==> src/rtl/bus_transfer_sequencer_pkg.sv <==
// Shared encodings for the internal-bus transfer sequencer: source codes,
// load-strobe bit positions and FSM state encoding.
package bus_ctl_pkg;

    localparam int DST_W   = 11;
    localparam int DB_EN_W = 8;
    localparam int SB_EN_W = 6;
    localparam int ADL_EN_W = 5;
    localparam int ADH_EN_W = 3;

    localparam logic [2:0] DB_NONE = 3'd0;
    localparam logic [2:0] DB_X    = 3'd1;
    localparam logic [2:0] DB_Y    = 3'd2;
    localparam logic [2:0] DB_DL   = 3'd3;
    localparam logic [2:0] DB_P    = 3'd4;
    localparam logic [2:0] DB_PCL  = 3'd5;
    localparam logic [2:0] DB_PCH  = 3'd6;
    localparam logic [2:0] DB_AC   = 3'd7;

    localparam logic [2:0] SB_NONE = 3'd0;
    localparam logic [2:0] SB_X    = 3'd1;
    localparam logic [2:0] SB_Y    = 3'd2;
    localparam logic [2:0] SB_ADD  = 3'd3;
    localparam logic [2:0] SB_AC   = 3'd4;
    localparam logic [2:0] SB_S    = 3'd5;

    localparam logic [2:0] ADL_NONE = 3'd0;
    localparam logic [2:0] ADL_DL   = 3'd1;
    localparam logic [2:0] ADL_ADD  = 3'd2;
    localparam logic [2:0] ADL_PCL  = 3'd3;
    localparam logic [2:0] ADL_S    = 3'd4;

    localparam logic [1:0] ADH_NONE = 2'd0;
    localparam logic [1:0] ADH_DL   = 2'd1;
    localparam logic [1:0] ADH_PCH  = 2'd2;

    localparam int DST_X         = 0;
    localparam int DST_Y         = 1;
    localparam int DST_AC        = 2;
    localparam int DST_AI_SB     = 3;
    localparam int DST_AI_ZERO   = 4;
    localparam int DST_BI_DB     = 5;
    localparam int DST_BI_INV_DB = 6;
    localparam int DST_BI_ADL    = 7;
    localparam int DST_S_SB      = 8;
    localparam int DST_PCLS_ADL  = 9;
    localparam int DST_PCHS_ADH  = 10;

    typedef enum logic [2:0] {
        IDLE    = 3'd0,
        DRIVE   = 3'd1,
        LATCH   = 3'd2,
        RELEASE = 3'd3,
        REJECT  = 3'd4
    } state_t;

endpackage

==> src/rtl/bus_transfer_sequencer_if.sv <==
// Request handshake plus bus-enable / load-strobe outputs of the sequencer.
interface bus_transfer_sequencer_if;
    import bus_ctl_pkg::*;

    logic                req_valid;
    logic                req_ready;
    logic [2:0]          req_db_src;
    logic [2:0]          req_sb_src;
    logic [2:0]          req_adl_src;
    logic [1:0]          req_adh_src;
    logic [DST_W-1:0]    req_dst;
    logic [DB_EN_W-1:0]  db_en;
    logic [SB_EN_W-1:0]  sb_en;
    logic [ADL_EN_W-1:0] adl_en;
    logic [ADH_EN_W-1:0] adh_en;
    logic [DST_W-1:0]    load_stb;
    logic                busy;
    logic                done;
    logic                err;

    modport master (
        output req_valid, req_db_src, req_sb_src, req_adl_src, req_adh_src, req_dst,
        input  req_ready, db_en, sb_en, adl_en, adh_en, load_stb, busy, done, err
    );

    modport slave (
        input  req_valid, req_db_src, req_sb_src, req_adl_src, req_adh_src, req_dst,
        output req_ready, db_en, sb_en, adl_en, adh_en, load_stb, busy, done, err
    );

endinterface

==> src/rtl/bus_transfer_sequencer_req_check.sv <==
// Combinational legality check of one bus micro-transfer request.
module bus_req_check
    import bus_ctl_pkg::*;
(
    input  logic [2:0]       db_src,
    input  logic [2:0]       sb_src,
    input  logic [2:0]       adl_src,
    input  logic [1:0]       adh_src,
    input  logic [DST_W-1:0] dst,
    output logic             illegal
);
    logic range_bad;
    logic dual_bad;
    logic mux_bad;
    logic float_bad;
    logic needs_sb;
    logic needs_db;
    logic needs_adl;

    always_comb begin
        range_bad = (sb_src > SB_S) || (adl_src > ADL_S) || (adh_src > ADH_PCH);

        // X and Y have a single output port, so they cannot feed DB and SB together
        dual_bad = ((db_src == DB_X) && (sb_src == SB_X)) ||
                   ((db_src == DB_Y) && (sb_src == SB_Y));

        mux_bad = (dst[DST_AI_SB] && dst[DST_AI_ZERO]) ||
                  (dst[DST_BI_DB] && dst[DST_BI_INV_DB]) ||
                  (dst[DST_BI_DB] && dst[DST_BI_ADL]) ||
                  (dst[DST_BI_INV_DB] && dst[DST_BI_ADL]);

        needs_sb  = dst[DST_AI_SB] || dst[DST_X] || dst[DST_Y] || dst[DST_S_SB] || dst[DST_AC];
        needs_db  = dst[DST_BI_DB] || dst[DST_BI_INV_DB];
        needs_adl = dst[DST_BI_ADL] || dst[DST_PCLS_ADL];

        float_bad = (needs_sb && (sb_src == SB_NONE)) ||
                    (needs_db && (db_src == DB_NONE)) ||
                    (needs_adl && (adl_src == ADL_NONE)) ||
                    (dst[DST_PCHS_ADH] && (adh_src == ADH_NONE));

        illegal = range_bad || dual_bad || mux_bad || float_bad;
    end

endmodule

==> src/rtl/bus_transfer_sequencer.sv <==
// Sequences one drive/settle/latch/release bus micro-transfer per accepted request.
module bus_transfer_sequencer
    import bus_ctl_pkg::*;
#(
    parameter int unsigned SETTLE_CYCLES = 1
) (
    input  logic                    clk,
    input  logic                    rst_n,
    bus_transfer_sequencer_if.slave bus
);
    localparam logic [3:0] SETTLE_LAST = 4'(SETTLE_CYCLES - 1);

    state_t              state_reg;
    state_t              state_next;
    logic [3:0]          cnt_reg;
    logic [3:0]          cnt_next;
    logic [2:0]          db_src_reg;
    logic [2:0]          sb_src_reg;
    logic [2:0]          adl_src_reg;
    logic [1:0]          adh_src_reg;
    logic [DST_W-1:0]    dst_reg;
    logic                accept;
    logic                illegal;
    logic                en_active;
    logic [DB_EN_W-1:0]  db_en;
    logic [SB_EN_W-1:0]  sb_en;
    logic [ADL_EN_W-1:0] adl_en;
    logic [ADH_EN_W-1:0] adh_en;

    assign bus.req_ready = rst_n && (state_reg == IDLE);
    assign accept        = bus.req_valid && bus.req_ready;

    // Legality is judged on the fields being captured so the branch to
    // DRIVE or REJECT is taken at the accept edge.
    bus_req_check u_check (
        .db_src  (bus.req_db_src),
        .sb_src  (bus.req_sb_src),
        .adl_src (bus.req_adl_src),
        .adh_src (bus.req_adh_src),
        .dst     (bus.req_dst),
        .illegal (illegal)
    );

    always_ff @(posedge clk) begin
        if (!rst_n) begin
            state_reg   <= IDLE;
            cnt_reg     <= '0;
            db_src_reg  <= '0;
            sb_src_reg  <= '0;
            adl_src_reg <= '0;
            adh_src_reg <= '0;
            dst_reg     <= '0;
        end else begin
            state_reg <= state_next;
            cnt_reg   <= cnt_next;
            if (accept) begin
                db_src_reg  <= bus.req_db_src;
                sb_src_reg  <= bus.req_sb_src;
                adl_src_reg <= bus.req_adl_src;
                adh_src_reg <= bus.req_adh_src;
                dst_reg     <= bus.req_dst;
            end
        end
    end

    always_comb begin
        state_next = state_reg;
        cnt_next   = cnt_reg;
        case (state_reg)
            IDLE: begin
                if (accept) begin
                    cnt_next   = '0;
                    state_next = illegal ? REJECT : DRIVE;
                end
            end
            DRIVE: begin
                if (cnt_reg == SETTLE_LAST) begin
                    state_next = LATCH;
                end else begin
                    cnt_next = cnt_reg + 4'd1;
                end
            end
            LATCH:   state_next = RELEASE;
            RELEASE: state_next = IDLE;
            REJECT:  state_next = IDLE;
            default: state_next = IDLE;
        endcase
    end

    assign en_active = (state_reg == DRIVE) || (state_reg == LATCH);

    // Code 0 means "no driver", so bit 0 of every enable vector stays low.
    assign db_en[0]  = 1'b0;
    assign sb_en[0]  = 1'b0;
    assign adl_en[0] = 1'b0;
    assign adh_en[0] = 1'b0;

    for (genvar gi = 1; gi < DB_EN_W; gi++) begin : g_db
        assign db_en[gi] = en_active && (db_src_reg == 3'(gi));
    end
    for (genvar gi = 1; gi < SB_EN_W; gi++) begin : g_sb
        assign sb_en[gi] = en_active && (sb_src_reg == 3'(gi));
    end
    for (genvar gi = 1; gi < ADL_EN_W; gi++) begin : g_adl
        assign adl_en[gi] = en_active && (adl_src_reg == 3'(gi));
    end
    for (genvar gi = 1; gi < ADH_EN_W; gi++) begin : g_adh
        assign adh_en[gi] = en_active && (adh_src_reg == 2'(gi));
    end

    assign bus.db_en    = db_en;
    assign bus.sb_en    = sb_en;
    assign bus.adl_en   = adl_en;
    assign bus.adh_en   = adh_en;
    assign bus.load_stb = (state_reg == LATCH) ? dst_reg : '0;
    assign bus.busy     = (state_reg != IDLE);
    assign bus.done     = (state_reg == RELEASE);
    assign bus.err      = (state_reg == REJECT);

endmodule

==> src/flat_wrapper.sv <==
// flat-port wrapper written by rule: the top's interface ports become plain ports
module bus_transfer_sequencer_flat import bus_ctl_pkg::*;
#(
    parameter int unsigned SETTLE_CYCLES = 1
)
  (clk, rst_n, bus_req_valid, bus_req_db_src, bus_req_sb_src, bus_req_adl_src, bus_req_adh_src, bus_req_dst, bus_req_ready, bus_db_en, bus_sb_en, bus_adl_en, bus_adh_en, bus_load_stb, bus_busy, bus_done, bus_err);
  bus_transfer_sequencer_if bus_i ();
  input  logic clk;
  input  logic rst_n;
  input wire logic [$bits(bus_i.req_valid)-1:0] bus_req_valid;
  input wire logic [$bits(bus_i.req_db_src)-1:0] bus_req_db_src;
  input wire logic [$bits(bus_i.req_sb_src)-1:0] bus_req_sb_src;
  input wire logic [$bits(bus_i.req_adl_src)-1:0] bus_req_adl_src;
  input wire logic [$bits(bus_i.req_adh_src)-1:0] bus_req_adh_src;
  input wire logic [$bits(bus_i.req_dst)-1:0] bus_req_dst;
  output wire logic [$bits(bus_i.req_ready)-1:0] bus_req_ready;
  output wire logic [$bits(bus_i.db_en)-1:0] bus_db_en;
  output wire logic [$bits(bus_i.sb_en)-1:0] bus_sb_en;
  output wire logic [$bits(bus_i.adl_en)-1:0] bus_adl_en;
  output wire logic [$bits(bus_i.adh_en)-1:0] bus_adh_en;
  output wire logic [$bits(bus_i.load_stb)-1:0] bus_load_stb;
  output wire logic [$bits(bus_i.busy)-1:0] bus_busy;
  output wire logic [$bits(bus_i.done)-1:0] bus_done;
  output wire logic [$bits(bus_i.err)-1:0] bus_err;
  assign bus_i.req_valid = bus_req_valid;
  assign bus_i.req_db_src = bus_req_db_src;
  assign bus_i.req_sb_src = bus_req_sb_src;
  assign bus_i.req_adl_src = bus_req_adl_src;
  assign bus_i.req_adh_src = bus_req_adh_src;
  assign bus_i.req_dst = bus_req_dst;
  assign bus_req_ready = bus_i.req_ready;
  assign bus_db_en = bus_i.db_en;
  assign bus_sb_en = bus_i.sb_en;
  assign bus_adl_en = bus_i.adl_en;
  assign bus_adh_en = bus_i.adh_en;
  assign bus_load_stb = bus_i.load_stb;
  assign bus_busy = bus_i.busy;
  assign bus_done = bus_i.done;
  assign bus_err = bus_i.err;
  bus_transfer_sequencer #(.SETTLE_CYCLES(SETTLE_CYCLES)) u_core (.clk(clk), .rst_n(rst_n), .bus(bus_i));
endmodule
==> config.mk <==
export PLATFORM = sky130hd
export DESIGN_NAME = bus_transfer_sequencer_flat
export DESIGN_NICKNAME = d
export VERILOG_FILES = /design/src/rtl/bus_transfer_sequencer_pkg.sv /design/src/rtl/bus_transfer_sequencer_if.sv /design/src/rtl/bus_transfer_sequencer_req_check.sv /design/src/rtl/bus_transfer_sequencer.sv /design/src/flat_wrapper.sv
export SDC_FILE = /design/constraint.sdc
export NUM_CORES = 1
export LEC_CHECK = 0
export ABC_CLOCK_PERIOD_IN_PS = 5000
export CORE_MARGIN = 10
export CORE_UTILIZATION = 25
export DETAILED_ROUTE_END_ITERATION = 7
export PLACE_DENSITY_LB_ADDON = 0.25
export SLEW_MARGIN = 20
export SYNTH_ARGS = -nofsm -noshare
export SYNTH_HDL_FRONTEND = slang
export SYNTH_HIERARCHICAL = 1
export SYNTH_SLANG_ARGS = --single-unit
export TNS_END_PERCENT = 100
==> constraint.sdc <==
create_clock -name clk -period 5 [get_ports clk]
set_input_delay 1 -clock clk [delete_from_list [all_inputs] [get_ports clk]]
set_output_delay 1 -clock clk [all_outputs]
set_load 0.1 [all_outputs]
## Yosys cells after proc, flatten, opt, wreduce, memory -nomap -nowiden

Cells that the tools add are included.

| storage, ports and cells | value |
|---|---|
| flip-flop bits (word level) | 29 |
| latch bits | 0 |
| memory bits (writable) | 0 |
| ROM bits | 0 |
| input bits | 25 |
| output and inout bits | 37 |
| logic and storage cells | 107 |
| memories kept | 0 |

| operators by class | value |
|---|---|
| add/subtract/negate cells | 1 |
| multiply operators | 0 |
| div/mod/pow operators | 0 |
| order comparisons | 3 |
| equal/unequal tests | 29 |
| shift operators | 0 |
| multiplexer cells | 8 |
| bitwise logic cells | 0 |
| reductions and logical operators | 59 |

Operators by type and width:

| cell | count |
|---|---|
| $eq A3 B2 Y1 const B | 10 |
| $logic_and A1 B1 Y1 | 30 |
| $eq A3 B3 Y1 const B | 8 |
| $logic_or A1 B1 Y1 | 19 |
| $eq A3 B1 Y1 const B | 6 |
| $logic_not A3 Y1 | 4 |
| $mux W11 | 1 |
| $mux W3 | 3 |
| $pmux W3 S3 | 1 |
| $mux W4 | 2 |
| $pmux W4 S2 | 1 |
| $gt A3 B3 Y1 const B | 2 |
| $add A4 B1 Y4 const B | 1 |
| $logic_not A4 Y1 | 1 |
| $ne A2 B1 Y1 const B | 2 |
| $reduce_and A3 Y1 | 1 |
| $reduce_bool A3 Y1 | 1 |
| $eq A2 B1 Y1 const B | 1 |
| $eq A2 B2 Y1 const B | 1 |
| $gt A2 B2 Y1 const B | 1 |
| $logic_not A2 Y1 | 1 |
| $ne A2 B2 Y1 const B | 1 |
| $reduce_and A2 Y1 | 1 |
| $reduce_bool A2 Y1 | 1 |

## Logic depth before layout (Yosys ltp)

Gate-level depths: netlist of the first run.

| depth | value |
|---|---|
| depth in word-level cells | 12 |
| mapped depth | 5 |
| depth with buffers taken out | 5 |

## Hierarchy

Netlist of the first run, hierarchy kept.

Modules (own cells, without submodules):

| module | times used | cells an instance | area each (sq um) | seq. area each (sq um) |
|---|---|---|---|---|
| bus_transfer_sequencer | 1 | 163 | 1569.0 | 580.6 |
| bus_req_check | 1 | 18 | 121.4 | 0.0 |

## Least setup slack after synthesis of the first run

No wires, ideal clock.

| timing | value |
|---|---|
| path kind | flip-flop to output port |
| start point | register u_core.state_reg[1] |
| end point | output port bus_adl_en[1] |
| arrival | 4112 ps |
| data required time | 4000 ps |
| setup slack | -112 ps |
| stages on the path, launching flop included | 6 |
| buffers on the path | 2 |
| cell sequence | dfxtp_1 -> clkbuf_2 -> xor2_1 -> nand2b_1 -> clkbuf_1 -> nor4b_1 |

| on the way | value |
|---|---|
| longest elaborated chain between the ends | 3 |
| elaborated cells between the ends (all ways) | 4 |
| those cells by class | 2 x eq/ne; 2 x reduce/logical |

RTL lines:

| what | RTL line | text |
|---|---|---|
| from (decl) | bus_transfer_sequencer.sv:13 | `state_t state_reg;` |
| from (signal assigned) | bus_transfer_sequencer.sv:54 | `state_reg <= state_next;` |
| $eq A3 B1 Y1 or $eq A3 B2 Y1 (tied branches) | bus_transfer_sequencer.sv:90 | `assign en_active = (state_reg == DRIVE) \|\| (state_reg == LATCH);` |
| $logic_or A1 B1 Y1 (*) | bus_transfer_sequencer.sv:90 |  |
| $logic_and A1 B1 Y1 (*) | bus_transfer_sequencer.sv:105 | `assign adl_en[gi] = en_active && (adl_src_reg == 3'(gi));` |
| to (decl) | flat_wrapper.sv:19 | `output wire logic [$bits(bus_i.adl_en)-1:0] bus_adl_en;` |

Mark *: on every way between the ends. The rest lies on a longest branch, timed or not.

## Final worst setup path of the first run

| timing | value |
|---|---|
| start point | register u_core.state_reg[1] |
| end point | output port bus_db_en[2] |

| on the way | value |
|---|---|
| longest elaborated chain between the ends | 3 |
| elaborated cells between the ends (all ways) | 4 |
| those cells by class | 2 x eq/ne; 2 x reduce/logical |

RTL lines:

| what | RTL line | text |
|---|---|---|
| $eq A3 B1 Y1 or $eq A3 B2 Y1 (tied branches) | bus_transfer_sequencer.sv:90 |  |
| $logic_or A1 B1 Y1 (*) | bus_transfer_sequencer.sv:90 |  |
| $logic_and A1 B1 Y1 (*) | bus_transfer_sequencer.sv:99 | `assign db_en[gi] = en_active && (db_src_reg == 3'(gi));` |
| to (decl) | flat_wrapper.sv:17 | `output wire logic [$bits(bus_i.db_en)-1:0] bus_db_en;` |

Marks and branches as above.

==> qor_table.md, run 1 <==
| Parameter | This run | Unit |
|---|---|---|
| Run status | complete, no violations | - |
| Setup slack, reg-to-reg | 3.11 | ns |
| Post-synthesis register bit count | 29 | - |
| Destination of the worst register-to-register timing path | u_core/dst_reg[3]$_SDFFE_PN0P_ | - |
| Clock Path Buffers | 2 | - |
| Worst-case setup margin in the final layout | 0.893 | ns |
| Most instantiated library cell after synthesis | sky130_fd_sc_hd__and3_1 | - |
| Total setup buffers inserted after CTS | 0 | - |
| Crit-path cells | xor2_1 -> nand2b_1 -> nor4b_1 -> clkdlybuf4s50_1 | - |
| List of most frequent post-synthesis cells | 35 x sky130_fd_sc_hd__and3_1, 29 x sky130_fd_sc_hd__dfxtp_1, 20 x sky130_fd_sc_hd__a31o_1 | - |
| Cell Pwr Density | 248 | nW/um^2 |
| Count of cells along the worst hold path | 1 | - |
| Delay of the slowest cell on the worst path | 1.20 | ns |
| Iteration-0 DRC count of the detailed router | 87 | - |
| CTS H-tree lvls | 2 | - |
| Die Area | 10500 | um^2 |
| Global-route wire length before repair | 8.33 | mm |
| Final setup viols | 0 | - |
| Post-route minimum period | 4.11 | ns |
| End point of the worst hold path | u_core/dst_reg[10]$_SDFFE_PN0P_ | - |
| Number of buffers inserted during clock tree synthesis | 5 | - |
| Data required, critical path | 4.00 | ns |
| Core footprint | 6460 | um^2 |
| Number of cells upsized or downsized after cts | 0 | - |
| Post-route clock period utilization | 82.1 | % |
| Via Count | 1603 | - |
| Share of cells above drive strength 1 | 11.3 | % |
| Relative area change from synthesis to final layout | 37.7 | % |
| Maximum number of pins on one net before global-route repair | 32 | - |
| Leakage power figure | 0.997 | nW |
| Starting utilization of the core area | 26.2 | % |
| Leading cell types by total area after synthesis | sky130_fd_sc_hd__dfxtp_1 34%, sky130_fd_sc_hd__and3_1 13%, sky130_fd_sc_hd__a31o_1 10% | - |
| Cell count of the worst reg-to-reg path | 4 | - |
| CTS Hold Buffers Added | 0 | - |
| Count of input and output buffers | 57 | - |
| Overall Global Routing Usage | 9.89 | % |
| TritonCTS clock tree | yes | - |
| Family of cells with the greatest summed delay on the critical path | buffers and inverters | - |
| Worst R2R Start | u_core/state_reg[1]$_SDFFE_PN0P_ | - |
| Largest clock skew in the final design | 0.00273 | ns |
| CP Max Fanout | 17 | - |
| Final hold vios | 0 | - |
| Post-synth top area share | 34.3 | % |
| Max VDD drop | 0.171 | mV |
| # fillers | 675 | - |
| Post-DR vias/cell | 5.22 | - |
| Syn Area/Cell | 9.34 | um^2 |
| Most frequently used flop master after synthesis | sky130_fd_sc_hd__dfxtp_1 | - |
| HP Class | flop to flop | - |
| Placement-stage worst setup slack | 1.20 | ns |
| Classification of the worst setup path | flop to output pin | - |
| N_diodes | 0 | - |
| Number of nets with antenna violations after detailed routing | 0 | - |
| Number of cells in the finished layout apart from fillers | 307 | - |
| Total power draw | 578 | uW |
| Clk_lat worst skew | 0.28 | ns |
| HPWL Detailed | 3.82 | mm |
| CP Data Arrival Time | 3.11 | ns |
| Remaining design rule violation count | 0 | - |
| Row Count | 29 | - |
| Final weighted congestion of routability-driven global placement | 0.758 | - |
| Cell at the root of the clock tree | sky130_fd_sc_hd__clkbuf_8 | - |
| Total wire length after detailed routing | 5.22 | mm |
| Accumulated negative setup slack | 0 | ns |
| DRT Pass-1 Iters | 4 | - |
| Synthesized area | 1690 | um^2 |
| Number of flip-flops in the largest register | 11 | - |
| Placed instance count | 299 | - |
| Least-Margin Pin Slew | 0.991 | ns |
| Vias in the first global route | 1609 | - |
| Type of origin of the critical path | flop | - |
| Mean routed wirelength per cell | 17.0 | um |
| Number of warnings printed during yosys synthesis | 6 | - |
| CTS Sinks | 29 | - |
| Hold Slack | 0.467 | ns |
| Overflow left after global routing | 0 | - |
| Reg clk slew, reported paths | 0.06 | ns |
| Number of nets in the finished design | 256 | - |
| CP bufs+invs | 1 | - |
| Hold path startpoint | u_core/dst_reg[10]$_SDFFE_PN0P_ | - |
| I/O pin count | 62 | - |
| Die extent in y | 102 | um |
| Unrepaired setup endpoints after global routing | false | - |
| Final Slew Violations | 0 | - |
| Number of synthesized flops with an enable pin | 0 | - |
| Count of maximum capacitance violations | 0 | - |
| Initial antenna violation count | 0 | - |
| Relative slew margins | 33.7 | % |
| Synth async-reset ratio | 0 | % |
| Max Clk Rate | 243 | MHz |
| Proportion of synthesized chip area in sequential cells | 34.3 | % |
| Cell accounting for the most synthesized area | sky130_fd_sc_hd__dfxtp_1 | - |
| Synth Instances | 181 | - |
| Width of the chip | 102 | um |
| Sort of element at the end of the critical path | output pin | - |
| Cell with the biggest individual delay on the critical path | sky130_fd_sc_hd__clkdlybuf4s50_1 | - |
| Count of different cell masters after synthesis | 46 | - |
-- report_power, final --
| part | internal [mW] | leakage, nW | switching [mW] |
|---|---|---|---|
| combinational | 0.0507 | 0.719 | 0.0825 |
| clock | 0.0986 | 0.0395 | 0.0831 |
| sequential | 0.248 | 0.238 | 0.0154 |
| total | 0.397 | 0.997 | 0.181 |
-- final cells by class --
class	instances	area [um^2]	area share, %
Clock buffer	8	80.1	3.44
Inverter	5	18.8	0.806
Multi-Input combinational cell	129	976	41.9
Sequential cell	29	581	24.9
Tap cell	77	96.3	4.14
Timing Repair Buffer	59	576	24.7
-- metal layers --
layer,wire (um),vias to the layer above,track usage [%],share of wire (%)
li1,-,790,-,-
met1,2400,766,12.5,46
met3,402,5,4.12,7.7
met4,56,0,3.25,1.1
met5,0,-,0,0
met2,2360,42,14.8,45
-- kinds of logic after synthesis --
kind of cell,after synthesis,synth area share (%)
flip-flops,29,34.3
other,1,0.222
AO/OA/AOI/OAI,39,20.1
buffers and inverters,26,8.88
XOR/XNOR,1,0.518
adder cells (fa/ha/maj),2,1.48
AND/OR/NAND/NOR,83,34.5
-- worst max path at each step --
stage	start	to	cells past startpoint	slack, ns
detailed placement	u_core/state_reg[1]$_SDFFE_PN0P_	bus_db_en[3]	4	1.20
global route	u_core/state_reg[1]$_SDFFE_PN0P_	bus_db_en[3]	4	0.71
CTS	u_core/state_reg[1]$_SDFFE_PN0P_	bus_db_en[2]	4	0.91
finish	u_core/state_reg[1]$_SDFFE_PN0P_	bus_db_en[2]	4	0.89
global placement	u_core/state_reg[1]$_SDFFE_PN0P_	bus_db_en[3]	4	1.28
floorplan	u_core/state_reg[1]$_SDFFE_PN0P_	bus_adl_en[1]	5	-0.11
-- layout by cell type, fill, tap and decap left out, types with 3 or more instances in the layout --
cell type	count
sky130_fd_sc_hd__nor2_1	3
sky130_fd_sc_hd__a31o_1	20
sky130_fd_sc_hd__and3_1	35
sky130_fd_sc_hd__nand2_1	4
sky130_fd_sc_hd__nor3b_1	6
sky130_fd_sc_hd__inv_1	5
sky130_fd_sc_hd__clkbuf_8	5
sky130_fd_sc_hd__a41o_1	3
sky130_fd_sc_hd__nand3_1	3
sky130_fd_sc_hd__nor4b_1	11
sky130_fd_sc_hd__dfxtp_1	29
sky130_fd_sc_hd__buf_4	10
sky130_fd_sc_hd__nor3_1	3
sky130_fd_sc_hd__clkbuf_1	3
sky130_fd_sc_hd__and4b_1	3
sky130_fd_sc_hd__clkdlybuf4s50_1	48
sky130_fd_sc_hd__conb_1	4
-- stage by stage --
stage,util [%],cell area [um^2]
floorplan,-,1700
global placement,34.7,2240
detailed placement,34.7,2240
CTS,36.0,2320
global route,36.0,2330
finish,36.0,2330
Power figures use the tool's default switching activity.
==> run 2, diff against run 1 <==
--- a/config.mk
+++ b/config.mk
@@ -5,7 +5,7 @@
 export SDC_FILE = /design/constraint.sdc
 export NUM_CORES = 1
 export LEC_CHECK = 0
-export ABC_CLOCK_PERIOD_IN_PS = 5000
+export ABC_CLOCK_PERIOD_IN_PS = 3500
 export CORE_MARGIN = 10
 export CORE_UTILIZATION = 25
 export DETAILED_ROUTE_END_ITERATION = 7
==> constraint.sdc (replaced) <==
create_clock -name clk -period 3.5 [get_ports clk]
set_input_delay 0.7 -clock clk [delete_from_list [all_inputs] [get_ports clk]]
set_output_delay 0.7 -clock clk [all_outputs]
set_load 0.1 [all_outputs]
==> run 2 against run 1 <==
Sequential share of layout area down 0.27 points. Utilization up 0.39 points. Combinational power up 44%. Non-clock buffer count up 2. Worst hold slack about the same. Largest power group unchanged.
==> qor_table.md, run 2 (synthesis results as in run 1) <==
| Parameter | This run | Unit | Change |
|---|---|---|---|
| Width of the chip | 102 | um | unchanged |
| Reg clk slew, reported paths | 0.06 | ns | about the same |
| Final design area excluding fillers | 2350 | um^2 | +1.1% |
| Fraction of power consumed by sequential logic | 45.3 | % | -0.2 points |
| Post-route clock period utilization | 87.6 | % |  |
| Placement-stage worst setup slack | 0.692 | ns | -0.503 ns |
| CP bufs+invs | 1 | - | unchanged |
| Max Clk Rate | 326 | MHz |  |
| Delay of the slowest cell on the worst path | 0.67 | ns | -0.53 ns |
| Mean routed wirelength per cell | 16.9 | um | -0.53% |
| Setup slack, reg-to-reg | 1.65 | ns | -1.46 ns |
| CTS Hold Buffers Added | 0 | - | unchanged |
| Sort of element at the end of the critical path | output pin | - |  |
| Worst-case setup margin in the final layout | 0.436 | ns | -0.457 ns |
| CTS H-tree lvls | 2 | - | unchanged |
| Number of cells upsized or downsized after cts | 0 | - | unchanged |
| Number of cells in the finished layout apart from fillers | 309 | - | +0.65% |
| Post-DR vias/cell | 5.19 | - | -0.59% |
| Total cell area at the placement stage | 2270 | um^2 | +1.3% |
| Classification of the worst setup path | flop to output pin | - |  |
| I/O pin count | 62 | - | unchanged |
| Largest clock skew in the final design | 0.00271 | ns | -0.0000208 ns |
| Leakage power figure | 1.07 | nW | +7.1% |
| Crit path from | u_core/state_reg[1]$_SDFFE_PN0P_ | - |  |
| Row Count | 29 | - | unchanged |
| DRT Pass-1 Iters | 4 | - | unchanged |
| Worst R2R Start | u_core/state_reg[1]$_SDFFE_PN0P_ | - |  |
| Clk_lat worst skew | 0.28 | ns | about the same |
| HP Class | flop to flop | - |  |
| Die Area | 10500 | um^2 | unchanged |
| Number of flip-flops in the largest register | 11 | - | unchanged |
| Overflow left after global routing | 0 | - | unchanged |
| N_diodes | 0 | - | unchanged |
| CP Capture Point | bus_sb_en[4] | - |  |
| Clock group share of total power | 31.6 | % | +0.2 points |
| Destination of the worst register-to-register timing path | u_core/dst_reg[3]$_SDFFE_PN0P_ | - |  |
| Final hold vios | 0 | - | unchanged |
| Placed instance count | 301 | - | +0.67% |
| Share of the core filled with cells in the final layout | 36.4 | % | +0.39 points |
| Accumulated negative setup slack | 0 | ns | unchanged |
| Iteration-0 DRC count of the detailed router | 95 | - | +9.2% |
| TritonCTS clock tree | yes | - |  |
| Run status | complete, no violations | - |  |
| Remaining design rule violation count | 0 | - | unchanged |
| Total power draw | 831 | uW | +44% |
| Hold Slack | 0.467 | ns | -0.000347 ns |
| Relative slew margins | 51.1 | % | +17 points |
| Type of origin of the critical path | flop | - |  |
| Total wire length after detailed routing | 5.22 | mm | +0.11% |
| CP Data Arrival Time | 2.36 | ns | -0.75 ns |
| Die extent in y | 102 | um | unchanged |
| Highest-count cells in the layout ignoring fill and taps | 35 x sky130_fd_sc_hd__and3_1, 30 x sky130_fd_sc_hd__buf_4, 29 x sky130_fd_sc_hd__dfxtp_1, 24 x sky130_fd_sc_hd__clkdlybuf4s50_1, 20 x sky130_fd_sc_hd__a31o_1 | - |  |
| Final setup viols | 0 | - | unchanged |
| Via Count | 1604 | - | +0.062% |
| Cell Int Power | 568 | uW | +43% |
| Number of buffers inserted during clock tree synthesis | 5 | - | unchanged |
| Cell with the biggest individual delay on the critical path | sky130_fd_sc_hd__dfxtp_1 | - |  |
| Starting utilization of the core area | 26.2 | % | unchanged |
| CTS Sinks | 29 | - | unchanged |
| Final weighted congestion of routability-driven global placement | 0.774 | - | +2.0% |
| Final Slew Violations | 0 | - | unchanged |
| Power share of the combinational group | 23.1 | % | about the same |
| Count of maximum capacitance violations | 0 | - | unchanged |
| Unrepaired setup endpoints after global routing | false | - |  |
| Clock Path Buffers | 2 | - | unchanged |
| Number of nets with antenna violations after detailed routing | 0 | - | unchanged |
| Fraction of power spent switching nets | 31.6 | % | +0.30 points |
| Core footprint | 6460 | um^2 | unchanged |
| HPWL Detailed | 3.91 | mm | +2.4% |
| Cell at the root of the clock tree | sky130_fd_sc_hd__clkbuf_8 | - |  |
| Total setup buffers inserted after CTS | 0 | - | unchanged |
| Data required, critical path | 2.80 | ns | -1.20 ns |
| Count of cells along the worst hold path | 1 | - | unchanged |
| CP Max Fanout | 17 | - | unchanged |
| Number of nets in the finished design | 258 | - | +0.78% |
| Global-route wire length before repair | 8.18 | mm | -1.7% |
| CP Depth | 4 | - | unchanged |
| Count of input and output buffers | 57 | - | unchanged |
| NetSw | 263 | uW | +45% |
| Cell count of the worst reg-to-reg path | 4 | - | unchanged |
| Overall Global Routing Usage | 9.95 | % | +0.058 points |
| Crit-path cells | xor2_1 -> nand2b_1 -> nor4b_1 -> buf_12 | - |  |
| Share of cells above drive strength 1 | 22.0 | % | +11 points |
| Most frequent standard cell in the layout excluding fill and tap cells | sky130_fd_sc_hd__and3_1 | - |  |
| Max VDD drop | 0.192 | mV | +12% |
| Post-route minimum period | 3.06 | ns |  |
| # fillers | 693 | - | +2.7% |
| Vias in the first global route | 1556 | - | -3.3% |
| Initial antenna violation count | 0 | - | unchanged |
| Maximum number of pins on one net before global-route repair | 31 | - | -3.1% |
| Cell Pwr Density | 353 | nW/um^2 | +42% |
| Least-Margin Pin Slew | 0.731 | ns | -0.260 ns |
| Relative area change from synthesis to final layout | 39.2 | % |  |
| Family of cells with the greatest summed delay on the critical path | simple AND/OR/NAND/NOR gates | - |  |
==> run 2: cell count changes in the layout (fill, tap and decap cells not counted), sizes merged <==
cell / before / now
buf: 11 / 37
clkdlybuf4s50: 48 / 24
==> run 2: worst min-delay path by stage <==
stage / startpoint / endpoint
after CTS: u_core/dst_reg[7]$_SDFFE_PN0P_ / u_core/dst_reg[7]$_SDFFE_PN0P_
after global routing: u_core/dst_reg[5]$_SDFFE_PN0P_ / u_core/dst_reg[5]$_SDFFE_PN0P_
final: u_core/dst_reg[8]$_SDFFE_PN0P_ / u_core/dst_reg[8]$_SDFFE_PN0P_
after floorplan: u_core/dst_reg[10]$_SDFFE_PN0P_ / u_core/dst_reg[10]$_SDFFE_PN0P_
after global placement: u_core/dst_reg[7]$_SDFFE_PN0P_ / u_core/dst_reg[7]$_SDFFE_PN0P_
after detailed placement: u_core/dst_reg[2]$_SDFFE_PN0P_ / u_core/dst_reg[2]$_SDFFE_PN0P_
==> run 2: routing by layer <==
layer | routed length, um | track usage [%] | vias to the layer above
li1 | - | - | 789
met4 | 57 | 3.25 | 0
met5 | 0 | 0 | -
met2 | 2310 | 15.4 | 49
met1 | 2470 | 12.2 | 761
met3 | 386 | 4.18 | 5
==> run 2: final cells by class <==
class	instances	area [um^2]	area share, %
Inverter	5	18.8	0.798
Tap cell	77	96.3	4.10
Timing Repair Buffer	61	606	25.7
Sequential cell	29	581	24.7
Clock buffer	8	80.1	3.40
Multi-Input combinational cell	129	971	41.3
==> run 2: power groups by stage <==
stage / Sequential, mW / Clock, mW / Combinational [mW]
floorplan: 0.374 / 0 / 0.142
global placement: 0.382 / 0 / 0.192
detailed placement: 0.383 / 0 / 0.193
CTS: 0.376 / 0.270 / 0.193
global route: 0.380 / 0.287 / 0.205
finish: 0.377 / 0.262 / 0.192
==> run 3, diff against run 2 <==
--- a/config.mk
+++ b/config.mk
@@ -5,8 +5,8 @@
 export SDC_FILE = /design/constraint.sdc
 export NUM_CORES = 1
 export LEC_CHECK = 0
-export ABC_CLOCK_PERIOD_IN_PS = 3500
-export CORE_MARGIN = 10
+export ABC_CLOCK_PERIOD_IN_PS = 2900
+export CORE_MARGIN = 5
 export CORE_UTILIZATION = 25
 export DETAILED_ROUTE_END_ITERATION = 7
 export PLACE_DENSITY_LB_ADDON = 0.25
==> constraint.sdc (replaced) <==
create_clock -name clk -period 2.9 [get_ports clk]
set_input_delay 0.58 -clock clk [delete_from_list [all_inputs] [get_ports clk]]
set_output_delay 0.58 -clock clk [all_outputs]
set_load 0.1 [all_outputs]
==> run 3 against run 2 <==
Worst hold slack gained 0.00099 ns. Utilization increased by 2.8 points. Combinational power increased by 28%. Critical path depth is 1 higher. First-iteration DRC count decreased by 35%. Critical endpoint is now bus_db_en[5]. Critical path type unchanged.
==> qor_table.md, run 3 (synthesis results as in run 1) <==
| Parameter | This run | Unit | Change |
|---|---|---|---|
| Remaining design rule violation count | 0 | - | unchanged |
| Number of buffers inserted during clock tree synthesis | 5 | - | unchanged |
| Clk_lat worst skew | 0.27 | ns | about the same |
| Worst-case setup margin in the final layout | 0.459 | ns | +0.0233 ns |
| Final setup viols | 0 | - | unchanged |
| Placed instance count | 307 | - | +2.0% |
| Overflow left after global routing | 0 | - | unchanged |
| DRT Pass-1 Iters | 4 | - | unchanged |
| Number of cells upsized or downsized after cts | 0 | - | unchanged |
| Cell at the root of the clock tree | sky130_fd_sc_hd__clkbuf_8 | - |  |
| Clock Path Buffers | 2 | - | unchanged |
| Number of nets in the finished design | 261 | - | +1.2% |
| CTS H-tree lvls | 2 | - | unchanged |
| Die extent in y | 92.2 | um | -9.8% |
| I/O pin count | 62 | - | unchanged |
| Least-Margin Pin Slew | 0.698 | ns | -0.0333 ns |
| Row Count | 30 | - | +3.4% |
| Data required, critical path | 2.32 | ns | -0.48 ns |
| Maximum number of pins on one net before global-route repair | 31 | - | unchanged |
| Initial antenna violation count | 0 | - | unchanged |
| Cell Pwr Density | 386 | nW/um^2 | +9.3% |
| Iteration-0 DRC count of the detailed router | 62 | - | -35% |
| Relative slew margins | 53.3 | % | +2.3 points |
| Mean routed wirelength per cell | 16.0 | um | -5.1% |
| # fillers | 675 | - | -2.6% |
| Setup slack, reg-to-reg | 1.08 | ns | -0.57 ns |
| CTS Sinks | 29 | - | unchanged |
| Width of the chip | 92.2 | um | -9.8% |
| Run status | complete, no violations | - |  |
| Number of flip-flops in the largest register | 11 | - | unchanged |
| CP Max Fanout | 15 | - | -2 |
| HP Class | flop to flop | - |  |
| Global-route wire length before repair | 8.22 | mm | +0.42% |
| HPWL Detailed | 3.65 | mm | -6.5% |
| Number of nets with antenna violations after detailed routing | 0 | - | unchanged |
| Hold path startpoint | u_core/dst_reg[9]$_SDFFE_PN0P_ | - |  |
| Total cell area at the placement stage | 2540 | um^2 | +12% |
| Count of maximum capacitance violations | 0 | - | unchanged |
| Unrepaired setup endpoints after global routing | false | - |  |
| Total wire length after detailed routing | 5.05 | mm | -3.3% |
| Count of input and output buffers | 57 | - | unchanged |
| Core footprint | 6680 | um^2 | +3.4% |
| Relative area change from synthesis to final layout | 55.0 | % |  |
| Die Area | 8510 | um^2 | -19% |
| Leakage power figure | 1.13 | nW | +5.4% |
| Overall Global Routing Usage | 11.9 | % | +2.0 points |
| Highest-count cells in the layout ignoring fill and taps | 35 x sky130_fd_sc_hd__and3_1, 29 x sky130_fd_sc_hd__dfxtp_1, 24 x sky130_fd_sc_hd__clkdlybuf4s50_1, 21 x sky130_fd_sc_hd__buf_4, 20 x sky130_fd_sc_hd__a31o_1 | - |  |
| Reg clk slew, reported paths | 0.06 | ns | about the same |
| Vias in the first global route | 1576 | - | +1.3% |
| N_diodes | 0 | - | unchanged |
| Post-DR vias/cell | 5.19 | - | about the same |
| Post-route clock period utilization | 84.2 | % |  |
| Register cell area after layout | 581 | um^2 | unchanged |
| Total setup buffers inserted after CTS | 0 | - | unchanged |
| Post-route minimum period | 2.44 | ns |  |
| Via Count | 1635 | - | +1.9% |
| Crit path from | u_core/state_reg[0]$_SDFFE_PN0P_ | - |  |
| Classification of the worst setup path | flop to output pin | - |  |
| Worst R2R Start | u_core/state_reg[1]$_SDFFE_PN0P_ | - |  |
| Area taken by multi-input logic gates | 1060 | um^2 | +9.1% |
| Most frequent standard cell in the layout excluding fill and tap cells | sky130_fd_sc_hd__and3_1 | - |  |
| Final hold vios | 0 | - | unchanged |
| CTS Hold Buffers Added | 0 | - | unchanged |
| Final weighted congestion of routability-driven global placement | 0.810 | - | +4.7% |
| Share of cells above drive strength 1 | 30.2 | % | +8.2 points |
| Final Slew Violations | 0 | - | unchanged |
| Type of origin of the critical path | flop | - |  |
| Max VDD drop | 0.212 | mV | +10% |
| CP Data Arrival Time | 1.86 | ns | -0.50 ns |
| Sort of element at the end of the critical path | output pin | - |  |
| Number of cells in the finished layout apart from fillers | 315 | - | +1.9% |
| TritonCTS clock tree | yes | - |  |
| Placement-stage worst setup slack | 0.440 | ns | -0.252 ns |
| Largest clock skew in the final design | 0.00388 | ns | +0.00117 ns |
| Max Clk Rate | 410 | MHz |  |
| Starting utilization of the core area | 25.3 | % | -0.87 points |
| Final design area excluding fillers | 2620 | um^2 | +11% |
==> run 3: cell types whose count changed in the layout (fill, tap and decap cells not counted), moves of 9 or more <==
cell	change
sky130_fd_sc_hd__buf_12	+12
sky130_fd_sc_hd__buf_4	-9
sky130_fd_sc_hd__nor4b_1	-10
sky130_fd_sc_hd__nor4b_2	+10
==> run 3: routing by layer <==
metal | up-vias | routed length [um] | track usage (%)
li1 | 799 | - | -
met1 | 783 | 2440 | 16.4
met2 | 44 | 2330 | 18.1
met3 | 9 | 238 | 3.12
met4 | 0 | 46 | 3.84
met5 | - | 0 | 0
==> run 3: layout make-up <==
type / count / share of cell area (%)
Multi-Input combinational cell: 129 / 40.4
Clock inverter: 2 / 0.382
Tap cell: 80 / 3.82
Sequential cell: 29 / 22.2
Inverter: 5 / 0.716
Clock buffer: 6 / 2.77
Timing Repair Buffer: 64 / 29.7
==> run 3: report_power, final <==
group	switching (mW)	total [mW]	internal, mW	leakage, nW
combinational	0.150	0.246	0.0958	0.843
clock	0.142	0.308	0.166	0.0450
sequential	0.0302	0.457	0.427	0.238
total	0.323	1.01	0.689	1.13
==> run 3: final timing paths <==
path / endpoint / cells after the start
worst max-delay path: bus_db_en[5] / 5
worst min-delay path: u_core/dst_reg[9]$_SDFFE_PN0P_ / 1
worst max register to register: u_core/dst_reg[3]$_SDFFE_PN0P_ / 5
worst min register to register: u_core/dst_reg[9]$_SDFFE_PN0P_ / 1
==> run 3: critical path: stages, from the launching register on <==
cell,delay (ns)
sky130_fd_sc_hd__dfxtp_1,0.49
sky130_fd_sc_hd__xor2_1,0.20
sky130_fd_sc_hd__nand2b_1,0.07
sky130_fd_sc_hd__buf_4,0.21
sky130_fd_sc_hd__nor4b_2,0.38
sky130_fd_sc_hd__buf_12,0.22
==> run 3: metrics by stage <==
step           hold WS, ns  power (mW)  setup TNS, ns  utilization, %
3_3_place_gp         0.450       0.709              0            38.0
5_1_grt              0.489        1.06              0            39.2
2_1_floorplan        0.440       0.632          -5.86               -
3_5_place_dp         0.455       0.712              0            38.0
4_1_cts              0.470        1.03              0            39.2
6_report             0.468        1.01              0            39.2
